==> config.mk <==
export PLATFORM = sky130hd
export DESIGN_NAME = gpu_port_ctrl_flat
export DESIGN_NICKNAME = d
export VERILOG_FILES = /design/src/rtl/gpu_port_pkg.sv /design/src/rtl/gpu_port_if.sv /design/src/rtl/gpu_port_fifo.sv /design/src/rtl/gpu_port_ctrl.sv /design/src/flat_wrapper.sv
export SDC_FILE = /design/constraint.sdc
export NUM_CORES = 1
export LEC_CHECK = 0
export CORE_MARGIN = 4
export CORE_UTILIZATION = 59
export CTS_CLUSTER_DIAMETER = 30
export DETAILED_ROUTE_END_ITERATION = 7
export HOLD_SLACK_MARGIN = 0.05
export PLACE_DENSITY = 0.84
export SYNTH_ARGS = -nofsm -noshare
export SYNTH_HDL_FRONTEND = slang
export SYNTH_SLANG_ARGS = --single-unit
==> constraint.sdc <==
create_clock -name clock -period 4 [get_ports clock]
set_input_delay 0.6 -clock clock [delete_from_list [all_inputs] [get_ports clock]]
set_output_delay 0.6 -clock clock [all_outputs]
set_load 0.05 [all_outputs]
==> src/rtl/gpu_port_pkg.sv <==
// Shared constants for the CPU-side video-memory port: register offsets,
// status bit positions and the fill engine state encoding.
package gpu_port_pkg;

    localparam logic [2:0] REG_ADDR   = 3'd0;
    localparam logic [2:0] REG_BANKR  = 3'd1;
    localparam logic [2:0] REG_BANKW  = 3'd2;
    localparam logic [2:0] REG_DATA   = 3'd3;
    localparam logic [2:0] REG_STEP   = 3'd4;
    localparam logic [2:0] REG_FILL   = 3'd5;
    localparam logic [2:0] REG_COUNT  = 3'd6;
    localparam logic [2:0] REG_STATUS = 3'd7;

    localparam int ST_BUSY = 0;
    localparam int ST_FULL = 1;
    localparam int ST_OVF  = 2;

    typedef enum logic {
        FILL_IDLE = 1'b0,
        FILL_RUN  = 1'b1
    } fill_state_t;

endpackage

==> src/rtl/gpu_port_if.sv <==
// CPU bus plus video-memory write port of gpu_port_ctrl; the controller
// takes the slave side, the CPU/memory environment the master side.
interface gpu_port_if #(
    parameter int AW = 16,
    parameter int BW = 1
);
    logic [15:0]      cpu_address;
    logic             cpu_we;
    logic [7:0]       cpu_data;
    logic             sel;
    logic [7:0]       status;
    logic [BW-1:0]    bank_r;
    logic [BW+AW-1:0] vm_address;
    logic [7:0]       vm_data;
    logic             vm_we;
    logic             vm_ready;

    modport master (
        output cpu_address, cpu_we, cpu_data, vm_ready,
        input  sel, status, bank_r, vm_address, vm_data, vm_we
    );

    modport slave (
        input  cpu_address, cpu_we, cpu_data, vm_ready,
        output sel, status, bank_r, vm_address, vm_data, vm_we
    );
endinterface

==> src/rtl/gpu_port_fifo.sv <==
// Synchronous write FIFO with a combinational head; simultaneous push and
// pop are both honoured. Callers must not push when full or pop when empty.
module gpu_port_fifo #(
    parameter int WIDTH = 25,
    parameter int DEPTH = 8
) (
    input  logic             clock,
    input  logic             reset,
    input  logic             push,
    input  logic [WIDTH-1:0] wdata,
    input  logic             pop,
    output logic [WIDTH-1:0] rdata,
    output logic             full,
    output logic             empty
);
    localparam int PW = $clog2(DEPTH);

    logic [WIDTH-1:0] mem [DEPTH];
    logic [PW:0]      wr_ptr, rd_ptr;

    // Extra pointer MSB distinguishes full from empty when the indices match.
    assign empty = (wr_ptr == rd_ptr);
    assign full  = (wr_ptr[PW] != rd_ptr[PW]) && (wr_ptr[PW-1:0] == rd_ptr[PW-1:0]);
    assign rdata = mem[rd_ptr[PW-1:0]];

    always_ff @(posedge clock or posedge reset) begin
        if (reset) begin
            wr_ptr <= '0;
            rd_ptr <= '0;
        end else begin
            if (push) wr_ptr <= wr_ptr + 1'b1;
            if (pop)  rd_ptr <= rd_ptr + 1'b1;
        end
    end

    always_ff @(posedge clock) begin
        if (push) mem[wr_ptr[PW-1:0]] <= wdata;
    end

endmodule

==> src/rtl/gpu_port_ctrl.sv <==
// CPU-side video-memory port: register window at BASE, write FIFO toward
// the memory port and, when GPU_PORT_FILL_EN is defined, a block-fill engine.
module gpu_port_ctrl
    import gpu_port_pkg::*;
#(
    parameter logic [15:0] BASE  = 16'h20,
    parameter int          AW    = 16,
    parameter int          BANKS = 2,
    parameter int          DEPTH = 8
) (
    input  logic       clock,
    input  logic       reset,
    gpu_port_if.slave  bus
);
    localparam int BW = $clog2(BANKS);
    localparam int FW = BW + AW + 8;

    logic [15:0]    rel;
    logic [2:0]     off;
    logic           wr;
    logic [AW-1:0]  addr, step, count;
    logic [AW+7:0]  addr_cat, count_cat;
    logic [BW-1:0]  bank_r, bank_w;
    logic           ovf;
    logic           fill_busy, fill_push, data_push, data_drop;
    logic           push, pop, full, empty;
    logic [7:0]     push_byte;
    logic [FW-1:0]  wdata, rdata;
    logic [7:0]     status_q, status_d;
    logic           vm_we_q;
    logic [BW+AW-1:0] vm_address_q;
    logic [7:0]     vm_data_q;

    // Unsigned offset compare also rejects addresses below BASE via wrap.
    assign rel      = bus.cpu_address - BASE;
    assign off      = rel[2:0];
    assign bus.sel  = (rel < 16'd8);
    assign wr       = bus.cpu_we && bus.sel;

    assign addr_cat  = {addr, bus.cpu_data};
    assign count_cat = {count, bus.cpu_data};

    assign data_push = wr && (off == REG_DATA) && !full && !fill_busy;
    assign data_drop = wr && (off == REG_DATA) && (full || fill_busy);
    assign push      = data_push || fill_push;
    assign pop       = !empty && bus.vm_ready;
    assign wdata     = {bank_w, addr, push_byte};

`ifdef GPU_PORT_FILL_EN
    fill_state_t   state_q, state_d;
    logic [AW-1:0] remain;
    logic [7:0]    fval;
    logic          fill_start;

    assign fill_busy = (state_q == FILL_RUN);
    assign fill_push = fill_busy && !full;
    assign push_byte = fill_push ? fval : bus.cpu_data;

    always_comb begin
        state_d    = state_q;
        fill_start = 1'b0;
        case (state_q)
            FILL_IDLE: if (wr && (off == REG_FILL) && (count != '0)) begin
                state_d    = FILL_RUN;
                fill_start = 1'b1;
            end
            FILL_RUN: if (fill_push && (remain == AW'(1))) state_d = FILL_IDLE;
            default: state_d = FILL_IDLE;
        endcase
    end

    always_ff @(posedge clock or posedge reset) begin
        if (reset) begin
            state_q <= FILL_IDLE;
            remain  <= '0;
            fval    <= '0;
            count   <= '0;
        end else begin
            state_q <= state_d;
            if (fill_start) begin
                remain <= count;
                fval   <= bus.cpu_data;
            end else if (fill_push) begin
                remain <= remain - 1'b1;
            end
            if (wr && (off == REG_COUNT) && !fill_busy) count <= count_cat[AW-1:0];
        end
    end
`else
    assign fill_busy = 1'b0;
    assign fill_push = 1'b0;
    assign push_byte = bus.cpu_data;
    assign count     = '0;
`endif

    always_ff @(posedge clock or posedge reset) begin
        if (reset) begin
            addr   <= '0;
            step   <= AW'(1);
            bank_r <= '0;
            bank_w <= '0;
            ovf    <= 1'b0;
        end else begin
            if (push) addr <= addr + step;
            else if (wr && (off == REG_ADDR) && !fill_busy) addr <= addr_cat[AW-1:0];
            if (wr && (off == REG_BANKR)) bank_r <= bus.cpu_data[BW-1:0];
            if (wr && (off == REG_BANKW)) bank_w <= bus.cpu_data[BW-1:0];
            if (wr && (off == REG_STEP))  step   <= AW'(bus.cpu_data);
            if (data_drop) ovf <= 1'b1;
            else if (wr && (off == REG_STATUS) && bus.cpu_data[2]) ovf <= 1'b0;
        end
    end

    gpu_port_fifo #(.WIDTH(FW), .DEPTH(DEPTH)) u_fifo (
        .clock (clock),
        .reset (reset),
        .push  (push),
        .wdata (wdata),
        .pop   (pop),
        .rdata (rdata),
        .full  (full),
        .empty (empty)
    );

    always_comb begin
        status_d          = '0;
        status_d[ST_BUSY] = fill_busy || !empty;
        status_d[ST_FULL] = full;
        status_d[ST_OVF]  = ovf;
    end

    always_ff @(posedge clock or posedge reset) begin
        if (reset) begin
            status_q     <= '0;
            vm_we_q      <= 1'b0;
            vm_address_q <= '0;
            vm_data_q    <= '0;
        end else begin
            status_q <= status_d;
            vm_we_q  <= pop;
            if (pop) begin
                vm_address_q <= rdata[FW-1:8];
                vm_data_q    <= rdata[7:0];
            end
        end
    end

    assign bus.status     = status_q;
    assign bus.bank_r     = bank_r;
    assign bus.vm_we      = vm_we_q;
    assign bus.vm_address = vm_address_q;
    assign bus.vm_data    = vm_data_q;

endmodule
==> src/flat_wrapper.sv <==
// flat-port wrapper written by rule: the top's interface ports become plain ports
module gpu_port_ctrl_flat import gpu_port_pkg::*;
#(
    parameter logic [15:0] BASE  = 16'h20,
    parameter int          AW    = 16,
    parameter int          BANKS = 2,
    parameter int          DEPTH = 8
)
  (clock, reset, bus_cpu_address, bus_cpu_we, bus_cpu_data, bus_vm_ready, bus_sel, bus_status, bus_bank_r, bus_vm_address, bus_vm_data, bus_vm_we);
  gpu_port_if #(.AW(AW)) bus_i ();
  input  logic clock;
  input  logic reset;
  input wire logic [$bits(bus_i.cpu_address)-1:0] bus_cpu_address;
  input wire logic [$bits(bus_i.cpu_we)-1:0] bus_cpu_we;
  input wire logic [$bits(bus_i.cpu_data)-1:0] bus_cpu_data;
  input wire logic [$bits(bus_i.vm_ready)-1:0] bus_vm_ready;
  output wire logic [$bits(bus_i.sel)-1:0] bus_sel;
  output wire logic [$bits(bus_i.status)-1:0] bus_status;
  output wire logic [$bits(bus_i.bank_r)-1:0] bus_bank_r;
  output wire logic [$bits(bus_i.vm_address)-1:0] bus_vm_address;
  output wire logic [$bits(bus_i.vm_data)-1:0] bus_vm_data;
  output wire logic [$bits(bus_i.vm_we)-1:0] bus_vm_we;
  assign bus_i.cpu_address = bus_cpu_address;
  assign bus_i.cpu_we = bus_cpu_we;
  assign bus_i.cpu_data = bus_cpu_data;
  assign bus_i.vm_ready = bus_vm_ready;
  assign bus_sel = bus_i.sel;
  assign bus_status = bus_i.status;
  assign bus_bank_r = bus_i.bank_r;
  assign bus_vm_address = bus_i.vm_address;
  assign bus_vm_data = bus_i.vm_data;
  assign bus_vm_we = bus_i.vm_we;
  gpu_port_ctrl #(.BASE(BASE), .AW(AW), .BANKS(BANKS), .DEPTH(DEPTH)) u_core (.clock(clock), .reset(reset), .bus(bus_i));
endmodule
==> results of run 1 <==
worst max-delay path, delay by kind of cell:
kind | cells | cell delay, ps
adders and majority gates | 1 | 270
buffers and inverters | 3 | 1350
and+or+nand+nor | 2 | 490
how the worst min path moves through the flow:
stage | depth (start not counted) | start | to | slack, ps
global route | 0 | u_core.ovf | u_core.bus.status[2] | 460
floorplan | 0 | u_core.ovf | u_core.bus.status[2] | 370
CTS | 0 | u_core.ovf | u_core.bus.status[2] | 460
global placement | 0 | u_core.ovf | u_core.bus.status[2] | 430
detailed placement | 0 | u_core.ovf | u_core.bus.status[2] | 430
finish | 0 | u_core.ovf | u_core.bus.status[2] | 460
power by group through the flow:
stage,sequential [µW],combinational (µW),clock [µW]
finish,3130,1610,3750
global route,3140,1710,3950
CTS,3130,1640,3810
detailed placement,3180,1600,0
global placement,3170,1580,0
floorplan,3510,838,0
kinds of logic after synthesis:
group	Yosys count
flops	264
simple gates	97
mux	93
compound gates	74
buf+inv	41
xor+xnor	16
fa+ha+maj	12
other cells	1
layout by cell type (no fill, tap or decap), types with 7 or more instances in the layout:
cell type,Yosys,final
mux2i_1,31,31
ha_1,11,11
mux4_2,50,50
buf_4,6,13
clkbuf_16,0,43
clkdlybuf4s50_1,0,58
dfrtp_1,63,61
inv_6,0,7
nand2_1,48,48
nor2_1,17,11
edfxtp_1,200,200
inv_1,10,9
a21oi_1,7,7
xnor2_1,11,11
o21ai_0,41,41
mux2_2,12,12
routing by layer:
layer,vias to the layer above,share of wire [%]
li1,2532,-
met1,3118,40
met2,274,50
met3,41,7.2
met4,0,2.4
met5,-,0
through the flow:
stage          total power (µW)  instances
2_1_floorplan              4350        602
5_1_grt                    8810        947
4_1_cts                    8580        947
3_5_place_dp               4780        870
6_report                   8500        947
3_3_place_gp               4740        870
final cells by class:
class / instances / area share [%]
sequential: 264 / 58.6
clock buffer: 47 / 8.47
timing repair buffer: 74 / 5.68
tap: 225 / 2.17
inverter: 10 / 0.289
clock inverter: 30 / 2.92
multi-input combinational: 297 / 21.9
state kept, by name, summed over array words and instances, names as in the netlist, 3 cells and up:
name                   flops
u_core.addr               16
u_core.u_fifo.mem        200
u_core.bus.status          3
u_core.bus.vm_address     17
u_core.step                8
u_core.u_fifo.rd_ptr       4
u_core.bus.vm_data         8
u_core.u_fifo.wr_ptr       4
==> results_dict.tcl, run 1 <==
set metrics [dict create \
    status "finished, final reports clean" \
    use_met2_pct 40.2 \
    p_leak_uw 0.00500 \
    routed_wl_um 24200 \
    die_h_um 142 \
    cts_buffer_depth 3 \
    worst_slew_pin_slew_ps 1020 \
    avgRoutedWirePerCell_um 25.6 \
    cp_slowest_stage_delay_ps 830 \
    drt-initial-drc-count 589 \
    io_buffers 58 \
    p_int_uw 6090 \
    power_density_nw_per_um2 654 \
    cts_resized 0 \
    syn_area_um2 10600 \
    grt_usage_pct 25.0 \
    core_region_area_um2 17500 \
    synthTopCellsByArea "edfxtp_1, dfrtp_1, mux4_2, mux2i_1, o21ai_0" \
    cts_root_buf "clkbuf_16" \
    cts_sinks 264 \
    pwr-share-seq_pct 36.8 \
    vdd_drop_max_uv 495 \
    synth_top_family_by_area "multiplexers" \
    hold_slack_ps 463 \
    post-cts-setup-buffers 0 \
    cts_buffers 42 \
    skew_ps 23.3 \
    async_reset_ff_share_pct 24.2 \
    ys_ff_latch 264 \
    maxCapViolCount 0 \
    dpl.hpwl_um 13600 \
    antenna_found_initial 0 \
    grt_util_met3_pct 4.77 \
    p_sw_share_pct 28.3 \
    synth_xor_area_share_pct 1.32 \
    syn_inst 598 \
    max_freq_mhz 304 \
    vias 5965 \
    multi_input_area_um2 2850 \
    endpoint "bus_sel" \
    rsz0062_at_grt "false" \
    period_minus_slack_ps 3290 \
    hold_path.class "register to register" \
    synth_compound_area_share_pct 4.26 \
    route.detailed.drc 0 \
    synth_mux_area_share_pct 14.8 \
    synth_flop_cell "edfxtp_1" \
    fin_ws_ps 707 \
    fin_area_um2 13000 \
    seq_area_frac_synth_pct 71.7 \
    timing.setup.tns_ps 0 \
    h-tree-depth 2 \
    ys_types 57 \
    r2r_start "u_core.addr[0]" \
    cp-startpoint "bus_cpu_address[5]" \
    placed_cell_area_um2 11500 \
    regArea_um2 7610 \
    hold_buffers 0 \
    synth_top_area_share_pct 56.6 \
    finalHoldViolCount 0 \
    p_switching_uw 2410 \
    rows 48 \
    grt_pass1_wl_um 37400 \
    ant_nets 0 \
    reg2regPathDepth 9 \
    ys_warn_count 0 \
    pwr-share-comb_pct 19.0 \
    timing.rr.end "u_core.addr[10]" \
    nets 729 \
    initial_core_util_pct 60.7 \
    yosysMostFrequentCell "edfxtp_1" \
    fillers 948 \
    crit_type "primary input to primary output" \
    path_cells "clkdlybuf4s50_1 > inv_1 > ha_1 > nor4bb_1 > and4_1 > clkdlybuf4s50_1" \
    met1_usage_pct 35.4 \
    diodes 0 \
    cp.arrival_ps 2690 \
    first_pass_iters 4 \
    synth_edf_count 200 \
    clk_pin_slew_ps 50 \
    crit_path_start_kind "primary input" \
    synthAdderAreaFrac_pct 1.49 \
    slowest_stage "clkdlybuf4s50_1" \
    cts_tree "done" \
    yosys-top-cells-count "edfxtp_1, dfrtp_1, mux4_2" \
    grt-ovfl-total 0 \
    path_common_cell "clkdlybuf4s50_1" \
    worstSetupEndpointType "primary output" \
    preCtsSetupSlack_ps 484 \
    avgSynthCellArea_um2 17.7 \
    via_per_inst 6.30 \
    yosys.area_share.simple_pct 4.46 \
    grt_pass1_vias 6189 \
    final_core_util_pct 74.4 \
    setup_violations 0 \
    path_max_fanout 3 \
    r2r_setup_slack_ps 1040 \
    final_layout_size_suffix_gt1_share_pct 23.0 \
    clkPwrFrac_pct 44.2 \
    finalMaxSlewViolations 0 \
    fin_crit_sh_pct 82.3 \
    dieArea_um2 20200 \
    relSlewSlack_pct 32.0 \
    syn2layout_area_growth_pct 22.5 \
    grt_max_degree 54 \
    fp.dieW_um 142 \
    gp_congestion 0.810 \
    required_ps 3400 \
    pin_count 64 \
    clk_latency_ps 530 \
    grt.busiest_layer "met2" \
    synth_area_leader_cell "edfxtp_1" \
]
No activity file was read; power rests on OpenSTA's default activity.
==> run 2: changes to the inputs <==
clock period = 3.05 ns   (was 4 ns; I/O delays follow)
==> run 2 against run 1 <==
Final cell count is 1.7% higher. Cell area is 1.3% higher. First-iteration DRC count is 0.17% lower. Non-clock buffer count is 14 higher. Core utilization is 0.95 points higher. Critical endpoint is now u_core.addr[10]. Register-to-register slack worse by 780 ps. Largest cell class unchanged. Power is 31% higher.
==> results_dict.tcl, run 2 (synthesis results as in run 1) <==
set metrics [dict create \
    crit_type "register to register" \
    skew_ps 14.5 \
    max_freq_mhz 359 \
    path_max_fanout 11 \
    rsz0062_at_grt "false" \
    slowest_stage "dfrtp_2" \
    preCtsSetupSlack_ps 80.8 \
    status "finished, final reports clean" \
    timing.setup.tns_ps 0 \
    cp.arrival_ps 3190 \
    critPathBufInv 2 \
    crit_path_start_kind "register" \
    place_inst 884 \
    nets 744 \
    p_leak_uw 0.00507 \
    r2r_setup_slack_ps 260 \
    routed_wl_um 25000 \
    first_pass_iters 5 \
    maxCapViolCount 0 \
    power_density_nw_per_um2 845 \
    layout_commonest_cell "edfxtp_1" \
    grt_max_degree 54 \
    io_buffers 58 \
    drt-initial-drc-count 588 \
    grt_pass1_vias 6489 \
    diodes 0 \
    pin_count 64 \
    final_layout_size_suffix_gt1_share_pct 25.2 \
    avgRoutedWirePerCell_um 25.9 \
    cts_buffers 43 \
    rows 48 \
    period_minus_slack_ps 2790 \
    gp_congestion 0.792 \
    finalHoldViolCount 0 \
    hold_slack_ps 436 \
    vias 6103 \
    required_ps 3450 \
    hold_buffers 0 \
    relSlewSlack_pct 38.5 \
    cts_root_buf "clkbuf_16" \
    fp.dieW_um 142 \
    path_cells "ha_1 > inv_1 > fa_1 > nor2b_1 > o31a_1 > o21ai_0 > nor3b_1 > buf_4 > a211oi_1 > a221oi_1" \
    clk_pin_slew_ps 50 \
    worstSetupEndpointType "register" \
    fin_ws_ps 262 \
    cp_slowest_stage_delay_ps 490 \
    finalMaxSlewViolations 0 \
    syn2layout_area_growth_pct 24.1 \
    die_h_um 142 \
    worst_slew_pin_slew_ps 921 \
    dieArea_um2 20200 \
    via_per_inst 6.34 \
    layout_common_cells "edfxtp_1, dfrtp_1, clkdlybuf4s50_1, mux4_2, nand2_1" \
    initial_core_util_pct 60.7 \
    cts_buffer_depth 3 \
    cts_sinks 264 \
    clk_latency_ps 530 \
    instances_no_fill 963 \
    setup_violations 0 \
    route.detailed.drc 0 \
    antenna_found_initial 0 \
    core_region_area_um2 17500 \
    fin_crit_sh_pct 91.4 \
    h-tree-depth 2 \
    grt_usage_pct 26.1 \
    vdd_drop_max_uv 542 \
    ant_nets 0 \
    cts_tree "done" \
    final_core_util_pct 75.3 \
    hold_path.class "register to register" \
    dpl.hpwl_um 14400 \
    grt_pass1_wl_um 39100 \
    largest_reg_flops 200 \
    crit_family "compound AO/OA/AOI/OAI gates" \
    grt-ovfl-total 0 \
]
[run 2: cell types whose count changed in the layout (fill, tap and decap cells not counted), sizes merged]
cell | previous run | this run
clkdlybuf4s50 | 58 | 57
buf | 16 | 31
inv | 19 | 20
clkinv | 12 | 11
bufinv | 6 | 4
clkinvlp | 3 | 7
[run 2: path summary, 6_finish.rpt]
check | startpoint | endpoint | depth (start not counted)
max | u_core.addr[0] | u_core.addr[10] | 10
min | u_core.ovf | u_core.bus.status[2] | 0
max reg2reg | u_core.addr[0] | u_core.addr[10] | 10
min reg2reg | u_core.ovf | u_core.bus.status[2] | 0
max in group asynchronous | reset | u_core.step[0] | 3
min in group asynchronous | reset | u_core.bus.vm_data[5] | 2
[run 2: report_power, final]
part | switching, µW | internal, µW
Sequential | 107 | 4010
Combinational | 1320 | 831
Clock | 1770 | 3080
Total | 3200 | 7920
[run 2: final cells by class]
| class | instances | area, µm² |
|---|---|---|
| clock inverters | 32 | 334 |
| flip-flops and latches | 264 | 7610 |
| well taps | 225 | 282 |
| clock buffers | 47 | 1130 |
| repair buffers | 88 | 916 |
| fillers | 912 | 4310 |
| multi-input cells | 297 | 2850 |
| inverters | 10 | 37.5 |
[run 2: repair_timing]
action | 4_1_cts | 5_1_grt
resized for setup | 0 | 1
setup endpoints to repair | 0 | 2
buffers inserted | 0 | 0
[run 2: through the flow]
step / power [µW] / area (µm²)
after floorplan: 5700 / 10600
after global placement: 6240 / 11700
after detailed placement: 6300 / 11700
after CTS: 11200 / 13200
after global routing: 11500 / 13200
final: 11100 / 13200
[run 2: metal layers]
layer  part of all wire, %  wire, µm  track usage (%)
met1                    39      9650             35.0
met2                    52     13000             43.6
met3                   6.9      1730             5.21
met4                   2.3       572             8.59
met5                     0         0                0
